### src/rtl/bit_unstuffer.sv
// Receive-side bit unstuffer: drops the stuffed 0 after MAX_RUN consecutive 1s,
// flags stuff errors, and tracks packet framing and the delivered-bit count.
module bit_unstuffer #(
  parameter int MAX_RUN = 6,
  parameter int CNT_W   = 7
) (
  input  logic             clk,
  input  logic             rst,
  input  logic             bstr_in,
  input  logic             bstr_in_valid,
  input  logic             pkt_start,
  input  logic             pkt_end,
  output logic             bstr_out,
  output logic             bstr_out_valid,
  output logic             stuff_err,
  output logic             pkt_done,
  output logic [CNT_W-1:0] bit_count,
  output logic             busy
);

  // state | meaning
  // IDLE  | waiting for a bit flagged pkt_start; other bits are dropped
  // RECV  | inside a packet, delivering bits and removing stuffed 0s
  // ERR   | stuff error seen; discard bits until pkt_end or a new pkt_start
  typedef enum logic [1:0] {IDLE, RECV, ERR} state_t;

  localparam logic [2:0] RUN_MAX = 3'(MAX_RUN);

  state_t           state_q, state_d;
  logic [2:0]       run_q, run_d;
  logic [CNT_W-1:0] cnt_q, cnt_d;
  logic             out_q, out_d;
  logic             vld_q, vld_d;
  logic             err_q, err_d;
  logic             done_q, done_d;

  logic [2:0]       run_base;
  logic [CNT_W-1:0] cnt_base;
  logic             take;

  always_comb begin
    state_d  = state_q;
    run_d    = run_q;
    cnt_d    = cnt_q;
    out_d    = out_q;
    vld_d    = 1'b0;
    err_d    = 1'b0;
    done_d   = 1'b0;
    run_base = run_q;
    cnt_base = cnt_q;
    take     = 1'b0;

    if (bstr_in_valid) begin
      // pkt_start always wins: it aborts RECV or ERR and restarts the packet
      if (pkt_start) begin
        take     = 1'b1;
        run_base = 3'd0;
        cnt_base = '0;
      end else if (state_q == RECV) begin
        take = 1'b1;
      end else if (state_q == ERR && pkt_end) begin
        state_d = IDLE;
      end

      if (take) begin
        state_d = RECV;
        run_d   = run_base;
        cnt_d   = cnt_base;
        if (run_base < RUN_MAX) begin
          vld_d = 1'b1;
          out_d = bstr_in;
          run_d = bstr_in ? run_base + 3'd1 : 3'd0;
          if (cnt_base != '1) cnt_d = cnt_base + 1'b1;
        end else if (!bstr_in) begin
          run_d = 3'd0;
        end else begin
          err_d   = 1'b1;
          run_d   = 3'd0;
          state_d = ERR;
        end
        if (pkt_end) begin
          state_d = IDLE;
          done_d  = ~err_d;
        end
      end
    end
  end

  always_ff @(posedge clk) begin
    if (rst) begin
      state_q <= IDLE;
      run_q   <= 3'd0;
      cnt_q   <= '0;
      out_q   <= 1'b0;
      vld_q   <= 1'b0;
      err_q   <= 1'b0;
      done_q  <= 1'b0;
    end else begin
      state_q <= state_d;
      run_q   <= run_d;
      cnt_q   <= cnt_d;
      out_q   <= out_d;
      vld_q   <= vld_d;
      err_q   <= err_d;
      done_q  <= done_d;
    end
  end

  assign bstr_out       = out_q;
  assign bstr_out_valid = vld_q;
  assign stuff_err      = err_q;
  assign pkt_done       = done_q;
  assign bit_count      = cnt_q;
  assign busy           = (state_q != IDLE);

endmodule

### config.mk
export PLATFORM = sky130hd
export DESIGN_NAME = bit_unstuffer
export DESIGN_NICKNAME = d
export VERILOG_FILES = /design/src/rtl/bit_unstuffer.sv
export SDC_FILE = /design/constraint.sdc
export NUM_CORES = 1
export LEC_CHECK = 0
export BUFFER_PORTS_ARGS = -buffer_cell sky130_fd_sc_hd__buf_2
export CAP_MARGIN = 20
export CORE_UTILIZATION = 50
export CTS_BUF_LIST = sky130_fd_sc_hd__clkbuf_16
export DETAILED_ROUTE_END_ITERATION = 16
export PLACE_DENSITY = 0.74
export SKIP_CTS_REPAIR_TIMING = 1
export SYNTH_ARGS = -nofsm -noshare
export SYNTH_HDL_FRONTEND = slang
export SYNTH_SLANG_ARGS = --single-unit
### constraint.sdc
create_clock -name clk -period 1.9 [get_ports clk]
set_input_delay 0.19 -clock clk [delete_from_list [all_inputs] [get_ports clk]]
set_output_delay 0.19 -clock clk [all_outputs]
set_load 0.02 [all_outputs]
## Word level (Yosys, flattened, before mapping)

Cells that the tools add are included.

- Flip-flop bits (word level): 16
- RAM bits: 0
- Output and inout port bits: 12
- Word-level logic and storage cells: 50
- Bits in read-only memories: 0
- Memories kept: 0
- Latch bits: 0

- Muxes and demuxes: 23
- Eq/ne operators: 5
- Reductions and logical operators: 8
- $mul: 0
- $lt $le $gt $ge: 1
- $add $sub $neg: 2
- Shift-type cells: 0
- Div/mod/pow operators: 0
- Bitwise logic cells: 4

Operators with widths:

| kind | number |
|---|---|
| $mux W7 | 4 |
| $mux W2 | 7 |
| $mux W3 | 4 |
| $mux W1 | 8 |
| $add A7 B1 Y7 const B | 1 |
| $ne A7 B7 Y1 const B | 1 |
| $ne A2 B1 Y1 const B | 2 |
| $not A1 Y1 | 4 |
| $reduce_and A4 Y1 | 1 |
| $reduce_bool A2 Y1 | 2 |
| $reduce_or A4 Y1 | 1 |
| $add A3 B1 Y3 const B | 1 |
| $lt A3 B3 Y1 const B | 1 |
| $reduce_and A3 Y1 | 1 |
| $reduce_or A3 Y1 | 1 |
| $eq A2 B1 Y1 const B | 1 |
| $eq A2 B2 Y1 const B | 1 |
| $reduce_and A2 Y1 | 1 |
| $logic_and A1 B1 Y1 | 1 |

## Depth between registers and ports, before layout

- Depth in word-level cells: 7
- Depth in mapped cells: 7
- Gate-level depth less buffers: 6

## Least setup slack after synthesis

No wires, ideal clock.

- Kind: reg2reg
- Start point: register cnt_q[1] (netlist: bit_count[1])
- End point: register cnt_q[5] (netlist: bit_count[5])
- Cell stages (with the launch flop): 7
- Path buffers: 0
- Required time: 1.779 ns
- Setup time: 0.121 ns
- Setup slack: 0.138 ns
- Arrival time: 1.642 ns
- Cell sequence: dfxtp_1 > nor2b_1 > ha_1 > and4b_1 > nand4_4 > nand4_1 > mux2_2

- Word-level cells in the longest chain between the ends: 5
- Elaborated cells on any way between the ends: 6

Ends and longest elaborated chain:

| what | line | text |
|---|---|---|
| start: declaration | 31 | `logic [CNT_W-1:0] cnt_q, cnt_d;` |
| start signal: assignment | 101 | `cnt_q <= cnt_d;` |
| $mux W7 * | 55 | `if (pkt_start) begin` |
| $mux W7 * | 53 | `if (bstr_in_valid) begin` |
| $add A7 B1 Y7 or $ne A7 B7 Y1 (tied branches) | 73 | `if (cnt_base != '1) cnt_d = cnt_base + 1'b1;` |
| $mux W7 * | 73 |  |
| $mux W7 * | 69 | `if (run_base < RUN_MAX) begin` |

Every way passes the cells marked *; elsewhere a longest branch is shown, timed or not. The select of a mux whose other input is x is not followed.
A chain may end at the register's enable or synchronous reset.

## Worst setup path after layout

Ends and elaborated chain as after synthesis.

==> flow_summary.json <==
{
  "via_per_inst": 6.01,
  "vias": 781,
  "finish.net_count": 123,
  "placement_rows": 14,
  "dpl.cell_count": 126,
  "grt_antenna_before_repair": 0,
  "clock_network_fraction_of_design_power_pct": 48.7,
  "ys_types": 34,
  "final_non_filler_cell_area_um2": 1010,
  "worst_r2r_startpoint": "bit_count[1]",
  "vias_in_the_first_global_route": 686,
  "layout.cells.non_filler": 130,
  "static-leakage-power_nw": 0.478,
  "cp-end-kind": "flip-flop",
  "seqPwrFrac_pct": 42.0,
  "postSynthRegisterBits": 16,
  "worst_hold_path.num_cells": 3,
  "peakVddDrop_v": 0.000693,
  "route.antenna.remaining_nets": 0,
  "worst_skew_pair.late_latency_ps": 240,
  "drt_wl_total_um": 1840,
  "worst_hold_path_type": "in2reg",
  "cts_root_buffer_type": "clkbuf_16",
  "critical_path.slowest_cell": "dfxtp_1",
  "required_time_at_the_worst_slack_endpoint_ps": 2030,
  "crit_path_max_fanout": 8,
  "finalWorstSetupSlack_ps": 134,
  "die_area_um2": 1860,
  "grt.total_usage_pct": 22.8,
  "rsz_0062_raised_after_global_routing": "no",
  "wire_per_inst_um": 14.2,
  "fmax_ghz": 0.566,
  "internal_power_w": 0.000649,
  "ratio_of_final_minimum_period_to_clock_period_pct": 92.9,
  "clock_tree_from_tritoncts": "yes",
  "report.power.total_w": 0.000828,
  "hold-path-endpoint": "pkt_done",
  "combinationalPowerShare_pct": 9.3,
  "status": "finished clean",
  "setup_total_negative_slack_ps": 0,
  "design.portCount": 18,
  "synthMostInstantiatedCell": "dfxtp_1",
  "rrSetupSlack_ps": 130,
  "cts_max_path_buffers": 2,
  "power.density_cell_area_nw_per_um2": 817,
  "post_synth_inst_count": 98,
  "cts.sink_count": 16,
  "worstSetupPathType": "reg2reg",
  "clkSlewWorstSetupHoldPaths_ps": 50,
  "antenna_cells": 0,
  "finalHoldViolations": 0,
  "tightestPinTransition_ps": 446,
  "synth_top_area_cell": "dfxtp_1",
  "ys_dominant_reg_cell": "dfxtp_1",
  "syn_area_um2": 847,
  "yosys.area.top_type_share_pct": 37.8,
  "gpl_congestion": 0.818,
  "timing.rr.end": "bit_count[5]",
  "detailed_place_hpwl_um": 1300,
  "power.switching_w": 0.000179,
  "ys_top_cells_by_count": "16 x dfxtp_1, 11 x nand2_1, 7 x a21oi_1",
  "final_layout_size_suffix_gt1_share_pct": 23.7,
  "die_x_um": 43.2,
  "max_cap_violations": 0,
  "timing.critical_path.slowest_cell_delay_ps": 380,
  "synth.net_count": 106,
  "critical_path.cell_chain": "nor2b_1 > ha_1 > and4b_1 > nand4_4 > nand4_1 > mux2_2",
  "grt_start_max_net_pins": 18,
  "n_fill_cell": 144,
  "core_area_um2": 1540,
  "port-buffer-count": 17,
  "slew_viol_final": 0,
  "placedInstanceArea_um2": 935,
  "drt_iter0_markers": 28,
  "worst_clock_skew_ps": 1.22,
  "rr_worst_depth": 6,
  "dr.pass1.iters": 4,
  "layout-area-overhead-vs-synth_pct": 19.6,
  "grt_first_pass_wirelength_um": 3220,
  "synthesis.yosys.warnings": 0,
  "yosysSeqAreaShare_pct": 37.8,
  "floorplan.initialDensity_pct": 55.0,
  "synth_edf_count": 0,
  "drt_drc_violations_left": 0,
  "power.share.switching_pct": 21.6,
  "finalSetupViolations": 0,
  "synth_area_leaders": "dfxtp_1 38%, nand2_1 4.9%, nand4_1 4.4%",
  "syn_area_per_cell_um2": 8.64,
  "floorplan.die.height_um": 43.2,
  "clock_buffers_created_by_tritoncts": 3,
  "pre_cts_ws_ps": 166,
  "post-route-min-period_ps": 1770,
  "grt-ovfl-total": 0,
  "max_slew_margin_pct": 69.9,
  "worst_setup_path_start_kind": "flip-flop",
  "cp_data_arrival_time_ps": 1890,
  "worstHoldStart": "pkt_end",
  "async_flop_share_pct": 0,
  "htree_levels": 1
}
## cell usage in the layout (no fill, tap or decap), types with 4 or more instances in the layout
cell type,count
dfxtp_1,16
nand3_1,4
buf_2,17
o21ai_0,4
nand4_1,6
nand2_1,11
a21oi_1,7
nor2b_1,5
## area by class of cell
type	count	area [µm²]	share of cell area (%)
multi-input cells	73	490	48.4
flip-flops and latches	16	320	31.6
repair buffers	18	92.6	9.14
clock buffers	3	75.1	7.41
well taps	16	20.0	1.98
inverters	3	11.3	1.11
clock inverters	1	3.75	0.370
## critical path: cells and delay by family, from the launching register on
kind,cells,cell delay (ps)
AND/OR/NAND/NOR,4,760
flip-flops,1,380
adder cells (fa/ha/maj),1,170
multiplexers,1,330
## power groups by stage
stage | logic (W) | clock network [W] | registers [W]
2_1_floorplan | 0.0000485 | 0 | 0.000359
3_3_place_gp | 0.0000756 | 0 | 0.000353
3_5_place_dp | 0.0000765 | 0 | 0.000354
4_1_cts | 0.0000767 | 0.000406 | 0.000348
5_1_grt | 0.0000867 | 0.000422 | 0.000348
6_report | 0.0000771 | 0.000403 | 0.000347
## worst max path at each step
stage,start,to,cells past startpoint
3_5_place_dp,bit_count[1],bit_count[5],6
5_1_grt,bit_count[1],bit_count[5],6
2_1_floorplan,bit_count[1],bit_count[5],6
3_3_place_gp,bit_count[1],bit_count[5],6
6_report,bit_count[1],bit_count[5],6
4_1_cts,bit_count[1],bit_count[5],6
## registers in the layout (all words and copies together), names as in the netlist
name and count:
bit_count 7, run_q 3, state_q 2, bstr_out 1
bstr_out_valid 1, pkt_done 1, stuff_err 1
## layer usage
| layer | up-vias | global-route usage (%) | part of all wire (%) |
|---|---|---|---|
| li1 | 399 | - | - |
| met1 | 353 | 31.2 | 48 |
| met2 | 27 | 35.2 | 48 |
| met3 | 2 | 4.26 | 3.8 |
| met4 | 0 | 8.48 | 0.65 |
| met5 | - | 0 | 0 |
## cell families (layout without fill, tap and decap cells)
logic type                 Yosys count  after routing  share of synthesized area [%]
and+or+nand+nor                     43             43                           30.1
adders and majority gates            2              2                           2.95
AOI/OAI and AO/OA                   24             24                           19.9
DFF                                 16             16                           37.8
buffers and inverters                9             25                           4.28
muxes                                4              4                           4.87
## through the flow
| stage | hold WS [ps] | util, % |
|---|---|---|
| 2_1_floorplan | 308 | - |
| 3_3_place_gp | 442 | 60.6 |
| 3_5_place_dp | 451 | 60.6 |
| 4_1_cts | 199 | 65.7 |
| 5_1_grt | 208 | 65.7 |
| 6_report | 197 | 65.7 |
(Power assumes the default switching activity.)
